==> src/rtl/pi_step_calc_pkg.sv <==
// Shared widths, FSM encoding and the saturating clamp used by the PI step calculator.
package pi_step_calc_pkg;
  localparam int ADC_WID         = 18;
  localparam int CONSTS_WHOLE    = 21;
  localparam int CONSTS_FRAC     = 43;
  localparam int CYCLE_COUNT_WID = 18;
  localparam int MUL_B_WID       = 20;

  localparam int CONSTS_WID = CONSTS_WHOLE + CONSTS_FRAC;
  localparam int E_WID      = ADC_WID + 1;
  localparam int DE_WID     = ADC_WID + 2;
  localparam int PROD_WID   = CONSTS_WID + MUL_B_WID;
  localparam int SUM_WID    = CONSTS_WID + 2;

  typedef enum logic [2:0] {
    S_IDLE, S_ERR, S_MUL_P, S_MUL_IC, S_MUL_IE, S_SUM, S_DONE
  } state_t;

  typedef struct packed {
    logic                  sat;
    logic [CONSTS_WID-1:0] val;
  } clamp_t;

  // Clamp a wide signed value into the CONSTS_WID range and flag whether it clipped.
  function automatic clamp_t sat_c(input logic signed [PROD_WID-1:0] x);
    logic signed [PROD_WID-1:0] hi, lo;
    clamp_t r;
    hi = PROD_WID'({1'b0, {(CONSTS_WID-1){1'b1}}});
    lo = ~hi;
    r.sat = (x > hi) || (x < lo);
    if (x > hi)      r.val = hi[CONSTS_WID-1:0];
    else if (x < lo) r.val = lo[CONSTS_WID-1:0];
    else             r.val = x[CONSTS_WID-1:0];
    return r;
  endfunction
endpackage

==> src/rtl/pi_step_calc_seq_mul.sv <==
// Radix-2 shift-add signed multiplier: one bit of B per cycle, last step subtracts for B's sign bit.
module seq_mul_signed
  import pi_step_calc_pkg::*;
#(
  parameter int A_WID = CONSTS_WID,
  parameter int B_WID = MUL_B_WID
) (
  input  logic                            clk,
  input  logic                            rst,
  input  logic                            clr,
  input  logic                            start,
  input  logic signed [A_WID-1:0]         a,
  input  logic signed [B_WID-1:0]         b,
  output logic                            busy,
  output logic                            done,
  output logic signed [A_WID+B_WID-1:0]   p
);
  localparam int P_WID   = A_WID + B_WID;
  localparam int CNT_WID = $clog2(B_WID);

  logic signed [P_WID-1:0] a_sh;
  logic [B_WID-1:0]        b_sh;
  logic [CNT_WID-1:0]      cnt;
  logic                    last;

  assign last = (cnt == CNT_WID'(B_WID - 1));

  always_ff @(posedge clk or posedge rst) begin
    if (rst) begin
      busy <= 1'b0;
      done <= 1'b0;
      cnt  <= '0;
      a_sh <= '0;
      b_sh <= '0;
      p    <= '0;
    end else if (clr) begin
      busy <= 1'b0;
      done <= 1'b0;
    end else if (start) begin
      a_sh <= P_WID'(a);
      b_sh <= b;
      p    <= '0;
      cnt  <= '0;
      busy <= 1'b1;
      done <= 1'b0;
    end else if (busy) begin
      // Two's-complement weight of the top B bit is negative, hence the subtract.
      if (b_sh[0]) p <= last ? p - a_sh : p + a_sh;
      a_sh <= a_sh <<< 1;
      b_sh <= b_sh >> 1;
      cnt  <= cnt + CNT_WID'(1);
      if (last) begin
        busy <= 1'b0;
        done <= 1'b1;
      end
    end else begin
      done <= 1'b0;
    end
  end
endmodule

==> src/rtl/pi_step_calc.sv <==
// One PI-controller update: error, P term, I term via a single shared sequential multiplier.
module pi_step_calc
  import pi_step_calc_pkg::*;
(
  input  logic                       clk,
  input  logic                       rst,
  input  logic                       arm,
  output logic                       finished,
  input  logic [ADC_WID-1:0]         setpt,
  input  logic [ADC_WID-1:0]         measured,
  input  logic [CONSTS_WID-1:0]      cl_P,
  input  logic [CONSTS_WID-1:0]      cl_I,
  input  logic [CYCLE_COUNT_WID-1:0] cycles,
  input  logic [E_WID-1:0]           e_prev,
  input  logic [CONSTS_WID-1:0]      adjval_prev,
  output logic [E_WID-1:0]           e_cur,
  output logic [CONSTS_WID-1:0]      adj_val,
  output logic                       saturated
);
  state_t state, state_n;

  logic signed [ADC_WID-1:0]    setpt_q, meas_q;
  logic signed [CONSTS_WID-1:0] p_q, i_q, adjp_q, tp_q, tic_q, ti_q;
  logic [CYCLE_COUNT_WID-1:0]   cyc_q;
  logic signed [E_WID-1:0]      eprev_q, e_q, e_c;
  logic signed [DE_WID-1:0]     de_q, de_c;
  logic                         sat_q, running, in_mul;
  logic                         mul_clr, mul_start, mul_busy, mul_done;
  logic signed [CONSTS_WID-1:0] mul_a;
  logic signed [MUL_B_WID-1:0]  mul_b;
  logic signed [PROD_WID-1:0]   mul_p;
  logic signed [SUM_WID-1:0]    sum;
  clamp_t                       prod_c, sum_c;

  assign in_mul    = (state inside {S_MUL_P, S_MUL_IC, S_MUL_IE});
  assign running   = in_mul || (state inside {S_ERR, S_SUM});
  assign mul_clr   = running && !arm;
  // Kick the multiplier on the first cycle of each multiply state.
  assign mul_start = in_mul && !mul_busy && !mul_done;

  assign e_c    = E_WID'(setpt_q) - E_WID'(meas_q);
  assign de_c   = DE_WID'(e_c) - DE_WID'(eprev_q);
  assign prod_c = sat_c(mul_p);
  assign sum    = SUM_WID'(adjp_q) + SUM_WID'(tp_q) + SUM_WID'(ti_q);
  assign sum_c  = sat_c(PROD_WID'(sum));

  always_comb begin
    mul_a = p_q;
    mul_b = MUL_B_WID'(de_q);
    case (state)
      S_MUL_IC: begin
        mul_a = i_q;
        mul_b = MUL_B_WID'({1'b0, cyc_q});
      end
      S_MUL_IE: begin
        mul_a = tic_q;
        mul_b = MUL_B_WID'(e_q);
      end
      default: ;
    endcase
  end

  seq_mul_signed #(.A_WID(CONSTS_WID), .B_WID(MUL_B_WID)) u_mul (
    .clk   (clk),
    .rst   (rst),
    .clr   (mul_clr),
    .start (mul_start),
    .a     (mul_a),
    .b     (mul_b),
    .busy  (mul_busy),
    .done  (mul_done),
    .p     (mul_p)
  );

  always_ff @(posedge clk or posedge rst) begin
    if (rst) state <= S_IDLE;
    else     state <= state_n;
  end

  always_comb begin
    state_n = state;
    case (state)
      S_IDLE:   if (arm) state_n = S_ERR;
      S_ERR:    state_n = S_MUL_P;
      S_MUL_P:  if (mul_done) state_n = S_MUL_IC;
      S_MUL_IC: if (mul_done) state_n = S_MUL_IE;
      S_MUL_IE: if (mul_done) state_n = S_SUM;
      S_SUM:    state_n = S_DONE;
      S_DONE:   if (!arm) state_n = S_IDLE;
      default:  state_n = S_IDLE;
    endcase
    if (running && !arm) state_n = S_IDLE;
  end

  // Operand and intermediate registers carry no reset; they are always written before use.
  always_ff @(posedge clk) begin
    case (state)
      S_IDLE: if (arm) begin
        setpt_q <= setpt;
        meas_q  <= measured;
        p_q     <= cl_P;
        i_q     <= cl_I;
        cyc_q   <= cycles;
        eprev_q <= e_prev;
        adjp_q  <= adjval_prev;
      end
      S_ERR: begin
        e_q  <= e_c;
        de_q <= de_c;
      end
      S_MUL_P:  if (mul_done) tp_q  <= prod_c.val;
      S_MUL_IC: if (mul_done) tic_q <= prod_c.val;
      S_MUL_IE: if (mul_done) ti_q  <= prod_c.val;
      default: ;
    endcase
  end

  always_ff @(posedge clk or posedge rst) begin
    if (rst) begin
      finished  <= 1'b0;
      e_cur     <= '0;
      adj_val   <= '0;
      saturated <= 1'b0;
      sat_q     <= 1'b0;
    end else begin
      finished <= (state == S_DONE) && arm;
      if (state == S_IDLE && arm) sat_q <= 1'b0;
      else if (in_mul && mul_done) sat_q <= sat_q | prod_c.sat;
      if (state == S_SUM && arm) begin
        e_cur     <= e_q;
        adj_val   <= sum_c.val;
        saturated <= sat_q | sum_c.sat;
      end
    end
  end
endmodule

==> config.mk <==
export PLATFORM = sky130hd
export DESIGN_NAME = pi_step_calc
export DESIGN_NICKNAME = d
export VERILOG_FILES = /design/src/rtl/pi_step_calc_pkg.sv /design/src/rtl/pi_step_calc_seq_mul.sv /design/src/rtl/pi_step_calc.sv
export SDC_FILE = /design/constraint.sdc
export NUM_CORES = 2
export LEC_CHECK = 0
export BUFFER_PORTS_ARGS = -buffer_cell sky130_fd_sc_hd__buf_2
export CAP_MARGIN = 0
export CORE_ASPECT_RATIO = 0.75
export CORE_UTILIZATION = 48
export CTS_CLUSTER_DIAMETER = 200
export CTS_CLUSTER_SIZE = 10
export DETAILED_ROUTE_END_ITERATION = 10
export GPL_TIMING_DRIVEN = 0
export HOLD_SLACK_MARGIN = 0.06
export PLACE_DENSITY = 0.66
export SYNTH_ARGS = -nofsm -noshare
export SYNTH_HDL_FRONTEND = slang
export SYNTH_SLANG_ARGS = --single-unit
==> constraint.sdc <==
create_clock -name clk -period 40.4 [get_ports clk]
set_input_delay 12.12 -clock clk [delete_from_list [all_inputs] [get_ports clk]]
set_output_delay 12.12 -clock clk [all_outputs]
set_load 0.02 [all_outputs]
# Word-level counts from Yosys, hierarchy flattened
# Cells that the tools add are included.
# Widths: inputs -> output; s select.
[word_totals]
ff_bits = 780
latch_bits = 0
ramBits = 0
romBits = 0
output_inout_bits = 85
word_cells = 110
mem_count = 0
[op_classes]
addsub = 7
multipliers = 0
n_div = 0
order_cmp = 4
eq_ne = 13
n_shift = 0
n_mux = 33
bitwise_logic = 3
n_reduce_logical = 26
[op_table]
columns = ["cell", "n"]
rows = [
  ["$mux 84", 6],
  ["$mux 64", 4],
  ["$pmux 64 s2", 1],
  ["$add 84x84->84", 1],
  ["$gt 84x64->1 const B", 1],
  ["$lt 84x64->1 const B", 1],
  ["$sub 84x84->84", 1],
  ["$add 65x64->66", 1],
  ["$gt 66x64->1 const B", 1],
  ["$lt 66x64->1 const B", 1],
  ["$add 64x64->65", 1],
  ["$mux 20", 2],
  ["$pmux 20 s2", 1],
  ["$pmux 3 s7", 1],
  ["$sub 19x19->20", 1],
  ["$sub 18x18->19", 1],
  ["$mux 3", 6],
  ["$mux 1", 10],
  ["$mux 5", 2],
  ["$reduce_and 2->1", 5],
  ["$eq 3x3->1 const B", 3],
  ["$ne 3x2->1 const B", 3],
  ["$reduce_bool 2->1", 4],
  ["$logic_and 1x1->1", 7],
  ["14 further kinds", 21],
]

# Longest topological paths before layout
[depth]
depth_word = 6
depth_mapped = 25
depth_no_buf = 24

# Modules after synthesis
# A second synthesis with hierarchy kept.
[unflattened]
cells_unflattened = 3942
hier_area_um2 = 41976.5
[by_module_without_submodules]
columns = ["module", "n_inst", "cells_per_inst", "area_per_inst_um2"]
rows = [
  ["pi_step_calc", 1, 2174, 27392.5],
  ["seq_mul_signed", 1, 1768, 14584.0],
]

# Worst setup path after synthesis
# No wires, ideal clock.
[synth_path]
path_kind = "input-to-reg"
from = "input arm"
to = "register adjp_q[0] (enable)"
setup_ps = 1636
arrival_ps = 39550
path_slack_ps = -786
path_stages = 2
path_buffers = 1
path_cell_list = "clkbuf_1 -> nor4b_1"
[synth_via]
elab_chain_cells = 1
[synth_rtl]
columns = ["element", "line", "source"]
rows = [
  ["start: declaration", "pi_step_calc.sv:7", "input logic arm,"],
  ["$reduce_and 2->1 (no line)", "-", ""],
  ["end signal: assignment", "pi_step_calc.sv:105", "adjp_q <= adjval_prev;"],
  ["end: declaration", "pi_step_calc.sv:23", "logic signed [CONSTS_WID-1:0] p_q, i_q, adjp_q, tp_q, tic_q, ti_q;"],
]
# Every way passes these cells.
# A chain may end at the register's enable or synchronous reset.

# Worst setup path in the final report
[layout_path]
from = "input arm"
to = "register u_mul.a_sh[49]"
[layout_via]
elab_chain_cells = 4
[layout_rtl]
columns = ["element", "line", "source"]
rows = [
  ["$logic_not 1->1", "pi_step_calc.sv:37", "assign mul_clr = running && !arm;"],
  ["$logic_and 1x1->1", "pi_step_calc.sv:37", ""],
  ["$not 1->1 (no line)", "-", ""],
  ["$reduce_and 2->1 (no line)", "-", ""],
  ["end signal: assignment", "pi_step_calc_seq_mul.sv:40", "a_sh <= P_WID'(a);"],
  ["end signal: assignment", "pi_step_calc_seq_mul.sv:49", "a_sh <= a_sh <<< 1;"],
  ["end: declaration", "pi_step_calc_seq_mul.sv:21", "logic signed [P_WID-1:0] a_sh;"],
]
# Every way passes these cells.

==> results.toml <==
[yosys]
avgSynthCellArea_um2 = 10.5
synth_cell_types = 81
yosysMostFrequentCell = "nand2_1"
ys.flop_type = "edfxtp_1"
synth_warnings = 0
ys_seq_elements = 780
async_flop_share_pct = 36.4
yosysSeqAreaShare_pct = 53.1
synth_area_leaders = "edfxtp_1 36%, dfrtp_1 17%, nand2_1 5.7%"
synth_cells = 3960
synth_fp_nets = 4482
synth_top_cell_by_area = "edfxtp_1"
synth-edff-count = 496
synth_commonest_cells = "633 x nand2_1, 496 x edfxtp_1, 426 x a21oi_1"
syn-cell-area_um2 = 41400
synth.top_cell.area_share_pct = 35.9

[clock_network]
cts_buffer_depth = 3
cts_made_buffers = 87
cts.clk_slew.worst_paths_ns = 0.06
cts_setup_buffers = 0
root_buffer = "clkbuf_16"
clock-sinks = 780
htree_levels = 3
ctsHoldBuffers = 0
ctsResizeCount = 0
clk_latency_ns = 0.70
cts_tree = "built"

[timing]
finalCriticalPeriod_ns = 15.48
slew_headroom_pct = 1.53
min_period_over_period_pct = 38.3
rsz0062_at_grt = "no"
drv_slew = 0
finClkSkew_ns = 0.0447
finalSetupViolations = 0
hold_violations = 0
fin_tns_setup_ns = 0
max_freq_mhz = 64.6
layout_setup_ws_ns = 24.92
worst_pin_slew_ns = 1.48

[route]
drc = 0
drt_iter0_markers = 3239
ant_nets = 0
drt_first_pass_iters = 6
drt-total-wl_um = 121000
viasPerCell = 5.75
wl_per_cell_um = 21.4
vias = 32500

[grt]
grt_max_degree = 117
grt_pass1_vias = 30900
antenna_found_initial = 7
grt_overflow = 0
grtUsageTotal_pct = 27.4
grt_pass1_wl_um = 184000

[setup_path]
endpoint_kind = "register"
path_max_fanout = 10
slowest_stage = "clkbuf_1"
critical-path-top-delay-family = "buffers and inverters"
worstPathRequired_ns = 40.98
critPathMaxStageDelay_ns = 0.93
cp.arrival_ns = 16.06
path_buf_inv = 5
crit_path_cell_trace = "clkbuf_1 > a21oi_1 > o31ai_1 > and2_0 > clkbuf_1 > a21oi_2 > clkbuf_1 > clkbuf_1 > clkbuf_1 > nand2_1 > o21ai_0"
critPathKind = "input pin to register"
crit_top_cell = "clkbuf_1"
start_kind = "input pin"

[floorplanning]
rows = 92
dieArea_um2 = 87500
io_pins = 353
die_w_um = 341
die_h_um = 256
core-area_um2 = 84700
initial_utilization_pct = 48.9

[place]
post_dp_cell_area_um2 = 45200
pre_cts_slack_ns = 24.26
post-dp-hpwl_um = 91600
gp_congestion = 0.936
portBuffers = 351

[power]
switching_share_pct = 37.9
switchingPower_w = 0.00108
seqPwrFrac_pct = 40.0
p_leak_nw = 20.0
peakVddDrop_uv = 36.3
p_int_w = 0.00176
power.density_nw_per_um2 = 59.3
p_clk_share_pct = 26.2
power_frac_comb_pct = 33.8

[finish]
regArea_um2 = 22000
drive_gt1_share_pct = 12.0
multi_input_area_um2 = 18300
fin_util_pct = 56.4
finalInstanceArea_um2 = 47800
fill_cells = 7459
nNetsFinal = 4969
syn2layout_area_growth_pct = 15.4

[run_status]
status = "completed"

[job]
drv_cap = 0

[hold_path]
min_path_type = "register to register"
[sequential cells by signal, summed over array words and instances (netlist names), 3 cells and up]
name        cells
u_mul.a_sh     84
u_mul.p        84
u_mul.b_sh     20
cyc_q          18
e_q            19
tic_q          64
setpt_q        18
adj_val        64
ti_q           64
adjp_q         64
state           3
i_q            64
p_q            64
e_cur          19
eprev_q        19
de_q           20
meas_q         18
tp_q           64
u_mul.cnt       5
[power groups by stage]
stage	clock (W)	combinational, W	sequential (W)
2_1_floorplan	0	0.000653	0.00113
3_3_place_gp	0	0.000909	0.00116
3_5_place_dp	0	0.000935	0.00115
4_1_cts	0.000754	0.000942	0.00113
5_1_grt	0.000785	0.00106	0.00115
6_report	0.000743	0.000958	0.00114
[area by class of cell]
type	count	area share, %
diodes	1	0.00523
flip-flops and latches	780	46.0
multi-input cells	2865	38.3
plain buffers	202	1.64
repair buffers	398	4.80
well taps	1128	2.95
clock inverters	7	0.366
inverters	113	0.903
clock buffers	153	5.07
[layout by cell type (no fill, tap or decap), types with 14 or more instances in the layout]
master and instances:
and2_1 15, and3_1 28, clkbuf_1 259, nand4_1 40, dfrtp_1 284, a31oi_1 30, a22oi_1 83, nand3_1 64
o21bai_1 39, nor3_1 46, a21o_1 101, a211oi_1 17, or3_1 25, ha_1 186, edfxtp_1 496, o31ai_1 35
fa_1 68, buf_4 18, nand2b_1 20, a21oi_1 425, nor4_1 16, buf_6 20, o21ai_0 364, xnor2_1 118
nor2_1 170, nand2_1 633, buf_2 356, nor2b_1 25, xor2_1 116, o211ai_1 14, o21a_1 26, inv_1 112
clkbuf_16 87
[worst reg2reg max path: stages (launching register included)]
cell      delay (ns)
dfrtp_1         0.42
or3_1           0.41
or3_1           0.49
nor4_4          0.53
nand4_1         0.41
nor2_1          0.40
nand2_1         0.21
nor3_1          0.85
nand2_1         0.19
o31ai_1         0.29
xor2_1          0.20
ha_1            0.25
clkbuf_1        0.19
and3_1          0.24
nand2_1         0.10
a31oi_1         0.11
o41ai_1         0.44
o21ai_0         0.22
a31oi_1         0.30
o21ai_0         0.16
or4_2           0.56
and3_1          0.20
a211o_1         0.26
[metal layers]
metal,wire length (um),vias to the layer above,track usage (%),share of wire [%]
met3,9300,154,5.53,7.7
met4,2650,2,6.48,2.2
met2,52200,1131,40.3,43
met5,10,-,0,0.0083
li1,-,15300,-,-
met1,56900,15800,41.3,47
[worst paths after layout]
check	from	endpoint	slack (ns)	cells after the start
max	arm	u_mul.a_sh[49]	24.92	11
min	e_cur[9]	e_cur[9]	0.47	2
max reg2reg	u_mul.a_sh[5]	u_mul.p[83]	32.86	22
min reg2reg	e_cur[9]	e_cur[9]	0.47	2
max in group asynchronous	rst	adj_val[59]	27.85	3
min in group asynchronous	rst	e_cur[11]	11.47	2
[kinds of logic (layout without fill, tap and decap cells)]
| logic type | count (synthesis) | in the layout | share of synthesized area (%) |
|---|---|---|---|
| XOR/XNOR | 234 | 234 | 4.95 |
| buffers and inverters | 315 | 873 | 2.91 |
| flip-flops | 780 | 780 | 53.1 |
| other | 0 | 1 | 0 |
| AND/OR/NAND/NOR | 1140 | 1140 | 12.3 |
| AO/OA/AOI/OAI | 1231 | 1231 | 17.7 |
| multiplexers | 6 | 6 | 0.148 |
| adder cells (fa/ha/maj) | 254 | 254 | 8.90 |
[stage by stage]
step / hold slack [ns] / cells / total power (W)
6_report: 0.471 / 5647 / 0.00284
5_1_grt: 0.504 / 5646 / 0.00299
4_1_cts: 0.478 / 5646 / 0.00283
3_5_place_dp: 0.463 / 5486 / 0.00208
3_3_place_gp: 0.455 / 5439 / 0.00207
2_1_floorplan: 0.441 / 3960 / 0.00178
(Power assumes the default switching activity.)
